==> src/rtl/pool_window_sequencer.sv <==
// Pooling-pass sequencer: walks the input feature map window by window, frames the
// samples for the pooling unit and writes pooled results to consecutive output addresses.
module pool_window_sequencer #(
    parameter int DATA_WIDTH  = 32,
    parameter int ADDR_WIDTH  = 16,
    parameter int DIM_WIDTH   = 8,
    parameter int WINDOW_SIZE = 2,
    parameter int STRIDE      = 2
) (
    input  logic                  clk,
    input  logic                  reset_n,
    input  logic                  start,
    input  logic [DIM_WIDTH-1:0]  cfg_width,
    input  logic [DIM_WIDTH-1:0]  cfg_height,
    input  logic [ADDR_WIDTH-1:0] cfg_in_base,
    input  logic [ADDR_WIDTH-1:0] cfg_out_base,
    output logic                  rd_en,
    output logic [ADDR_WIDTH-1:0] rd_addr,
    input  logic [DATA_WIDTH-1:0] rd_data,
    output logic [DATA_WIDTH-1:0] pool_data,
    output logic                  pool_valid,
    output logic                  pool_last,
    input  logic [DATA_WIDTH-1:0] res_data,
    input  logic                  res_valid,
    output logic                  wr_en,
    output logic [ADDR_WIDTH-1:0] wr_addr,
    output logic [DATA_WIDTH-1:0] wr_data,
    output logic                  busy,
    output logic                  done,
    output logic                  err,
    output logic [2:0]            dbg_state
);

    localparam int WIN_W = (WINDOW_SIZE > 1) ? $clog2(WINDOW_SIZE) : 1;
    localparam int CNT_W = 2 * DIM_WIDTH;
    localparam logic [WIN_W-1:0]      WIN_LAST    = WIN_W'(WINDOW_SIZE - 1);
    localparam logic [DIM_WIDTH-1:0]  WIN_DIM     = DIM_WIDTH'(WINDOW_SIZE);
    localparam logic [DIM_WIDTH-1:0]  STRIDE_DIM  = DIM_WIDTH'(STRIDE);
    localparam logic [ADDR_WIDTH-1:0] STRIDE_ADDR = ADDR_WIDTH'(STRIDE);

    typedef enum logic [2:0] {
        S_IDLE  = 3'd0,
        S_ISSUE = 3'd1,
        S_DRAIN = 3'd2,
        S_FIN   = 3'd3,
        S_FAIL  = 3'd4
    } state_t;

    state_t state, state_next;

    logic [ADDR_WIDTH-1:0] width_q;
    logic [ADDR_WIDTH-1:0] row_step_q;
    logic [ADDR_WIDTH-1:0] out_base_q;
    logic [DIM_WIDTH-1:0]  ow_last_q;
    logic [DIM_WIDTH-1:0]  oh_last_q;
    logic [WIN_W-1:0]      dx, dy;
    logic [DIM_WIDTH-1:0]  ox, oy;
    logic [ADDR_WIDTH-1:0] col_base;
    logic [ADDR_WIDTH-1:0] row_addr;
    logic [ADDR_WIDTH-1:0] win_row_base;
    logic [CNT_W-1:0]      wr_cnt;
    logic [CNT_W-1:0]      win_cnt;
    logic                  pool_valid_q;
    logic                  pool_last_q;

    logic             idle_like;
    logic             cfg_ok;
    logic             accept;
    logic             last_read;
    logic [CNT_W-1:0] wr_cnt_next;

    // Width times stride as a chain of adds, so the address path stays multiplier-free.
    function automatic logic [ADDR_WIDTH-1:0] stride_rows(input logic [DIM_WIDTH-1:0] w);
        logic [ADDR_WIDTH-1:0] acc;
        acc = '0;
        for (int i = 0; i < STRIDE; i++) begin
            acc = acc + ADDR_WIDTH'(w);
        end
        return acc;
    endfunction

    // FIN and FAIL behave like IDLE for start acceptance, allowing back-to-back passes.
    assign idle_like   = (state == S_IDLE) || (state == S_FIN) || (state == S_FAIL);
    assign cfg_ok      = (cfg_width >= WIN_DIM) && (cfg_height >= WIN_DIM);
    assign accept      = start && idle_like;
    assign last_read   = (dx == WIN_LAST) && (dy == WIN_LAST) &&
                         (ox == ow_last_q) && (oy == oh_last_q);
    assign wr_cnt_next = wr_cnt + CNT_W'(res_valid);

    always_ff @(posedge clk or negedge reset_n) begin
        if (!reset_n) begin
            state <= S_IDLE;
        end else begin
            state <= state_next;
        end
    end

    always_comb begin
        state_next = state;
        case (state)
            S_IDLE, S_FIN, S_FAIL: begin
                if (start) begin
                    state_next = cfg_ok ? S_ISSUE : S_FAIL;
                end else begin
                    state_next = S_IDLE;
                end
            end
            S_ISSUE: begin
                if (last_read) begin
                    state_next = S_DRAIN;
                end
            end
            S_DRAIN: begin
                if (wr_cnt_next >= win_cnt) begin
                    state_next = S_FIN;
                end
            end
            default: state_next = S_IDLE;
        endcase
    end

    assign busy       = (state == S_ISSUE) || (state == S_DRAIN);
    assign done       = (state == S_FIN) || (state == S_FAIL);
    assign err        = (state == S_FAIL);
    assign rd_en      = (state == S_ISSUE);
    assign rd_addr    = rd_en ? (row_addr + col_base + ADDR_WIDTH'(dx)) : '0;
    assign pool_valid = pool_valid_q;
    assign pool_last  = pool_last_q;
    assign pool_data  = pool_valid_q ? rd_data : '0;
    assign wr_en      = busy && res_valid;
    assign wr_addr    = wr_en ? (out_base_q + ADDR_WIDTH'(wr_cnt)) : '0;
    assign wr_data    = wr_en ? res_data : '0;
    assign dbg_state  = state;

    always_ff @(posedge clk or negedge reset_n) begin
        if (!reset_n) begin
            width_q      <= '0;
            row_step_q   <= '0;
            out_base_q   <= '0;
            ow_last_q    <= '0;
            oh_last_q    <= '0;
            dx           <= '0;
            dy           <= '0;
            ox           <= '0;
            oy           <= '0;
            col_base     <= '0;
            row_addr     <= '0;
            win_row_base <= '0;
            wr_cnt       <= '0;
            win_cnt      <= '0;
            pool_valid_q <= 1'b0;
            pool_last_q  <= 1'b0;
        end else begin
            pool_valid_q <= rd_en;
            pool_last_q  <= rd_en && last_read;
            if (accept) begin
                width_q      <= ADDR_WIDTH'(cfg_width);
                row_step_q   <= stride_rows(cfg_width);
                out_base_q   <= cfg_out_base;
                ow_last_q    <= (cfg_width - WIN_DIM) / STRIDE_DIM;
                oh_last_q    <= (cfg_height - WIN_DIM) / STRIDE_DIM;
                dx           <= '0;
                dy           <= '0;
                ox           <= '0;
                oy           <= '0;
                col_base     <= '0;
                row_addr     <= cfg_in_base;
                win_row_base <= cfg_in_base;
                wr_cnt       <= '0;
                win_cnt      <= '0;
            end else begin
                if (wr_en) begin
                    wr_cnt <= wr_cnt + CNT_W'(1);
                end
                if (rd_en) begin
                    // dx innermost, then dy, then ox, then oy.
                    if (dx != WIN_LAST) begin
                        dx <= dx + WIN_W'(1);
                    end else begin
                        dx <= '0;
                        if (dy != WIN_LAST) begin
                            dy       <= dy + WIN_W'(1);
                            row_addr <= row_addr + width_q;
                        end else begin
                            dy      <= '0;
                            win_cnt <= win_cnt + CNT_W'(1);
                            if (ox != ow_last_q) begin
                                ox       <= ox + DIM_WIDTH'(1);
                                col_base <= col_base + STRIDE_ADDR;
                                row_addr <= win_row_base;
                            end else begin
                                ox       <= '0;
                                col_base <= '0;
                                if (oy != oh_last_q) begin
                                    oy           <= oy + DIM_WIDTH'(1);
                                    win_row_base <= win_row_base + row_step_q;
                                    row_addr     <= win_row_base + row_step_q;
                                end
                            end
                        end
                    end
                end
            end
        end
    end

endmodule

==> config.mk <==
export PLATFORM = sky130hd
export DESIGN_NAME = pool_window_sequencer
export DESIGN_NICKNAME = d
export VERILOG_FILES = /design/src/rtl/pool_window_sequencer.sv
export SDC_FILE = /design/constraint.sdc
export NUM_CORES = 1
export LEC_CHECK = 0
export BUFFER_PORTS_ARGS = -buffer_cell sky130_fd_sc_hd__buf_2
export CAP_MARGIN = 20
export CORE_ASPECT_RATIO = 0.8
export CORE_UTILIZATION = 55
export DETAILED_ROUTE_END_ITERATION = 7
export GPL_TIMING_DRIVEN = 0
export PLACE_DENSITY = 0.88
export SYNTH_ARGS = -nofsm -noshare
export SYNTH_HDL_FRONTEND = slang
export SYNTH_SLANG_ARGS = --single-unit
==> constraint.sdc <==
create_clock -name clk -period 6.7 [get_ports clk]
set_input_delay 0 -clock clk [delete_from_list [all_inputs] [get_ports clk]]
set_output_delay 0 -clock clk [all_outputs]
set_load 0.01 [all_outputs]
==> results of run 1 <==
==> Yosys cell counts, types with 12 or more instances <==
| master | n |
|---|---|
| o21ai_0 | 78 |
| inv_1 | 38 |
| a21oi_1 | 67 |
| nand3_1 | 41 |
| dfrtp_1 | 140 |
| nand4_1 | 23 |
| nor2_1 | 133 |
| a21o_1 | 21 |
| nor3_1 | 19 |
| xnor2_1 | 60 |
| nand2_1 | 197 |
| xor2_1 | 70 |
| clkbuf_1 | 33 |
| and2_1 | 76 |
| a211oi_1 | 12 |
| ha_1 | 72 |
==> cell families after synthesis <==
| kind of cell | after synthesis | share of synthesized area |
|---|---|---|
| AND/OR/NAND/NOR | 546 | 0.253 |
| AO/OA/AOI/OAI | 255 | 0.157 |
| flip-flops | 140 | 0.344 |
| XOR/XNOR | 130 | 0.112 |
| buffers and inverters | 89 | 0.0343 |
| adder cells (fa/ha/maj) | 76 | 0.0963 |
| multiplexers | 3 | 0.00295 |
==> area by class of cell <==
cell class / count / area share
multi-input combinational: 1010 / 0.497
sequential: 140 / 0.275
timing repair buffer: 270 / 0.128
clock buffer: 22 / 0.0380
tap: 230 / 0.0226
buffer: 49 / 0.0156
clock inverter: 9 / 0.0126
inverter: 40 / 0.0118
==> through the flow <==
stage	hold WS (ps)	instances	setup slack, ps	util
after floorplan	-296	1239	4150	-
after global placement	193	1689	3660	0.639
after detailed placement	27.6	1690	3610	0.641
after CTS	9.96	1770	3560	0.703
after global routing	33.1	1770	3230	0.703
final	48.7	1770	3460	0.703
==> cells in the final DEF, fill, tap and decap left out, drive strengths merged, types with 5 or more instances in the layout <==
| cell | instances |
|---|---|
| o21a | 7 |
| dlygate4sd3 | 49 |
| a21oi | 68 |
| nand4 | 23 |
| a221o | 6 |
| and2 | 76 |
| nor2 | 134 |
| nand3 | 41 |
| a31oi | 6 |
| xnor2 | 60 |
| a21o | 21 |
| o21bai | 8 |
| nor3 | 19 |
| or3 | 11 |
| buf | 237 |
| nand2b | 7 |
| clkbuf | 55 |
| and3 | 10 |
| ha | 72 |
| dfrtp | 140 |
| a211oi | 12 |
| o31ai | 5 |
| inv | 40 |
| nor4 | 10 |
| xor2 | 70 |
| o211ai | 7 |
| o21ai | 84 |
| nor2b | 6 |
| nand2 | 197 |
==> state kept, by name, summed over array words and instances (netlist names), 3 cells and up <==
register      count
ox                8
dbg_state         3
ow_last_q         7
win_cnt          16
win_row_base     16
width_q           8
oh_last_q         7
wr_cnt           16
row_addr         16
col_base         15
out_base_q       16
oy                8
==> power groups by stage <==
| stage | clock, uW | combinational (uW) | sequential [uW] |
|---|---|---|---|
| 2_1_floorplan | 0 | 168 | 900 |
| 3_3_place_gp | 0 | 268 | 909 |
| 3_5_place_dp | 0 | 284 | 912 |
| 4_1_cts | 1040 | 320 | 897 |
| 5_1_grt | 1070 | 360 | 901 |
| 6_report | 1040 | 327 | 901 |
==> worst min-delay path by stage <==
stage | start | endpoint | slack (ps) | cells after the start
after floorplan | reset_n | col_base[10] | -300 | 0
after global placement | cfg_out_base[12] | out_base_q[12] | 190 | 3
after detailed placement | reset_n | win_row_base[7] | 30 | 1
after CTS | cfg_height[2] | oh_last_q[1] | 10 | 4
after global routing | cfg_height[2] | oh_last_q[1] | 30 | 4
final | cfg_height[2] | oh_last_q[1] | 50 | 4
==> routing by layer <==
layer	global-route usage	routed length [um]
met5	0	0
met4	0.137	833
met3	0.0779	3210
met2	0.559	14900
met1	0.448	13300
==> worst max-delay path: cells and delay by family (launching register included) <==
kind                       cells  cell delay [ps]
adders and majority gates      1              290
DFF                            1              380
buffers and inverters          1              330
and+or+nand+nor                6             1280
AOI/OAI and AO/OA              4              610
xor gates and xnor gates       1              220
==> impl_metrics.toml, run 1 <==
[power]
total_power_uw = 2270
p_clk_frac = 0.458
leakagePower_uw = 0.00641
p_sw_uw = 593
power_frac_seq = 0.397
p_per_area_mw_per_mm2 = 178
switching_share = 0.262
p_comb_frac = 0.144
max-vdd-ir-drop_mv = 0.191
intPower_uw = 1680

[worst_setup_path]
path_class = "register to register"
reg2reg_from = "wr_cnt[2]"
startpoint = "wr_cnt[2]"
crit_path_start_kind = "register"
crit_fanout = 7
critical_path.slowest_cell = "nor3_1"
rr_worst_depth = 13
end_kind = "register"
r2r-end = "dbg_state[0]"
critPathMaxStageDelay_ps = 460
cp.arrival_ps = 3530
cp-endpoint = "dbg_state[0]"
cp_cell_sequence = "clkbuf_1 > and3_1 > nand3_1 > nor3_1 > nand3_1 > xnor2_1 > ha_1 > nand2_1 > nor2_1 > a211oi_1 > o21ai_0 > a21oi_1 > o21ai_0"
r2r_slack_ps = 3460
required_ps = 6990

[floorplanning]
core_mm2 = 0.0181
initial_core_util = 0.562
die_w_um = 154
ios = 222
dieArea_mm2 = 0.0191
rows = 44
die_height_um = 124

[clock_tree]
cts_tree = "done"
clockBufferDepth = 2
cts_hold_buf = 49
clock_sinks = 140
cts_inserted_buffers = 17
cts_root_buf = "clkbuf_16"
post_cts_buffers = 0
path_clk_slew_ps = 60
htree_levels = 4
worst_skew_pair.late_latency_ps = 440
cts_resized = 0

[drt]
drc = 0
ant_nets = 0
vias_per_cell = 5.96
via_count = 10500
wirelength_um = 32300
drt_pass1_iterations = 5
initialDrtViolationCount = 1110
detail_route.wl_per_cell_um = 18.2

[synthesis]
synthTopCellsByArea = "dfrtp_1 34%, ha_1 8.8%, nand2_1 7.3%"
synth_top_area_frac = 0.344
yosys_warnings = 0
synth_cells = 1239
synth_edf_count = 0
synth_nets = 1431
ys_seq_area_frac = 0.344
yosys.area.top_type = "dfrtp_1"
yosysUniqueCellTypes = 64
synthArstFlopShare = 1.00
ys_ff_latch = 140
synth_area_per_cell_um2 = 8.22
synth-main-ff-cell = "dfrtp_1"
synth_area_mm2 = 0.0102

[sta]
rsz0062_at_grt = "no"
finalMaxSlewViolations = 0
fmax_ghz = 0.309
fin_skew_ps = 12.6
timing.final.crit_share = 0.483
timing.slew.headroom = 0.463
setup_viol = 0
layout_min_cycle_time_ps = 3240
finalSetupTns_ps = 0
hold_viol = 0
worst_pin_slew_ps = 806

[finish]
fin_nets = 1720
drive_gt1_frac = 0.176
seqCellArea_mm2 = 0.00350
antennaDiodeCount = 0
final_area_mm2 = 0.0127
synthToLayoutAreaGrowth_pct = 25.1
fillers = 1308
multi_input_area_mm2 = 0.00633

[flow_run]
maxCapViolCount = 0

[worst_hold_path]
min_path_type = "input port to register"

[grt]
antenna_found_initial = 0
grt_util_all_layers = 0.343
grt_pass1_vias = 9986
overflow = 0
grt_max_degree = 80
grt_pass1_wl_um = 50500

[placed_design]
dpl.hpwl_um = 23200
gp_congestion = 0.935
postPlaceCellArea_mm2 = 0.0116
io_buffers = 220

[status]
run_status = "complete, no violations"
(Power assumes the default switching activity.)
==> run 2: changes to the inputs <==
Clock period 6.7 ns to 3 ns, I/O delays scaled along.
==> run 2 against run 1 <==
  * Sequential power rose by 120%
  * Flip-flop and latch count stayed put
  * Wire length up 0.77%
  * Final area rose by 0.84%
  * Critical endpoint is now wr_addr[14]
  * Largest power group unchanged
==> impl_metrics.toml, run 2 (same netlist as run 1, synthesis figures left out) <==
[status]
run_status = "complete, no violations"

[sta]
setup_viol = 0
fin_skew_ps = 11.5
timing.final.crit_share = 0.965
hold_slack_ps = 39.3
finalMaxSlewViolations = 0
timing.slew.headroom = 0.473
finalSetupTns_ps = 0
worst_pin_slew_ps = 790
layout_min_cycle_time_ps = 2890
fmax_ghz = 0.345
hold_viol = 0

[grt]
grt_max_degree = 80
grt_pass1_vias = 10000
antenna_found_initial = 0
grt_pass1_wl_um = 50700
overflow = 0
grt_util_all_layers = 0.344

[floorplanning]
core_mm2 = 0.0181
rows = 44
die_w_um = 154
die_height_um = 124
ios = 222
initial_core_util = 0.562
dieArea_mm2 = 0.0191

[finish]
fillers = 1292
fin_util = 0.709
synthToLayoutAreaGrowth_pct = 26.2
final_cell_mix = "228 x buf_2, 197 x nand2_1, 137 x dfrtp_1, 133 x nor2_1, 77 x o21ai_0"
drive_gt1_frac = 0.188
fin_cells = 1773
antennaDiodeCount = 0
layout_commonest_cell = "buf_2"
fin_nets = 1723

[clock_tree]
path_clk_slew_ps = 60
worst_skew_pair.late_latency_ps = 440
clockBufferDepth = 2
htree_levels = 4
cts_inserted_buffers = 17
clock_sinks = 140
cts_root_buf = "clkbuf_16"
cts_tree = "done"

[placed_design]
io_buffers = 220
dpl.hpwl_um = 23200
dp_cells = 1690
gp_congestion = 0.935

[drt]
wirelength_um = 32500
drc = 0
vias_per_cell = 5.99
initialDrtViolationCount = 1179
detail_route.wl_per_cell_um = 18.3
via_count = 10600
drt_pass1_iterations = 6
ant_nets = 0

[power]
p_per_area_mw_per_mm2 = 396
intPower_uw = 3750
switching_share = 0.263
leakagePower_uw = 0.00646
p_comb_frac = 0.145
power_frac_seq = 0.397
p_clk_frac = 0.459
p_sw_uw = 1340
max-vdd-ir-drop_mv = 0.435

[worst_hold_path]
min_path_type = "input port to register"

[flow_run]
maxCapViolCount = 0

[worst_setup_path]
path_class = "register to output pin"
crit_path_start_kind = "register"
required_ps = 3000
cp.arrival_ps = 2890
end_kind = "output pin"
crit_fanout = 6
## run 2: layout make-up
class	count	area [um2]	area share
Timing Repair Buffer	274	1660	0.129
Clock inverter	9	160	0.0125
Inverter	40	150	0.0117
Tap cell	230	288	0.0224
Multi-Input combinational cell	1010	6400	0.499
Clock buffer	22	484	0.0377
Sequential cell	140	3510	0.273
Buffer	48	196	0.0153
## run 2: routing by layer
metal,global-route usage,up-vias,part of all wire
met2,0.565,686,0.46
met1,0.447,4979,0.41
met4,0.136,0,0.028
li1,-,4862,-
met3,0.0772,98,0.10
met5,0,-,0
## run 2: power groups by stage
stage | clock (uW) | sequential [uW] | combinational (uW)
after floorplan | 0 | 2010 | 375
after global placement | 0 | 2030 | 598
after detailed placement | 0 | 2040 | 634
after CTS | 2320 | 2000 | 718
after global routing | 2400 | 2020 | 808
final | 2330 | 2020 | 735
## run 2: critical path, stage by stage (launching register included)
cell	delay, ps
dfrtp_2	470
ha_1	240
fa_2	390
a211oi_4	290
o211ai_1	170
a41oi_2	250
nand2b_4	170
a21oi_1	80
xnor2_1	140
nor2_1	110
buf_2	150
## run 2: through the flow
| stage | power [uW] | cell area (um2) | setup slack (ps) |
|---|---|---|---|
| after global placement | 2630 | 11600 | -41.4 |
| after global routing | 5230 | 12800 | -29.0 |
| after CTS | 5040 | 12800 | 16.9 |
| final | 5080 | 12800 | 106 |
| after detailed placement | 2670 | 11600 | -87.0 |
| after floorplan | 2380 | 10200 | 446 |
## run 2: final timing paths
check                              start         endpoint  slack (ps)  cells after the start
max                            wr_cnt[0]      wr_addr[14]         110                     10
min                        cfg_height[2]     oh_last_q[1]          40                      4
max reg2reg                    wr_cnt[3]     dbg_state[0]         220                     12
min reg2reg                out_base_q[0]    out_base_q[0]         500                      2
max in group asynchronous        reset_n    out_base_q[8]        2080                      3
min in group asynchronous        reset_n  win_row_base[7]         110                      2
## run 2: repair_timing
action	CTS	global route
hold buffers	49	0
endpoints found under the hold margin	121	0
pin swaps	0	6
endpoints found under the setup margin	5	18
gates resized for setup	5	14
setup buffers	0	4
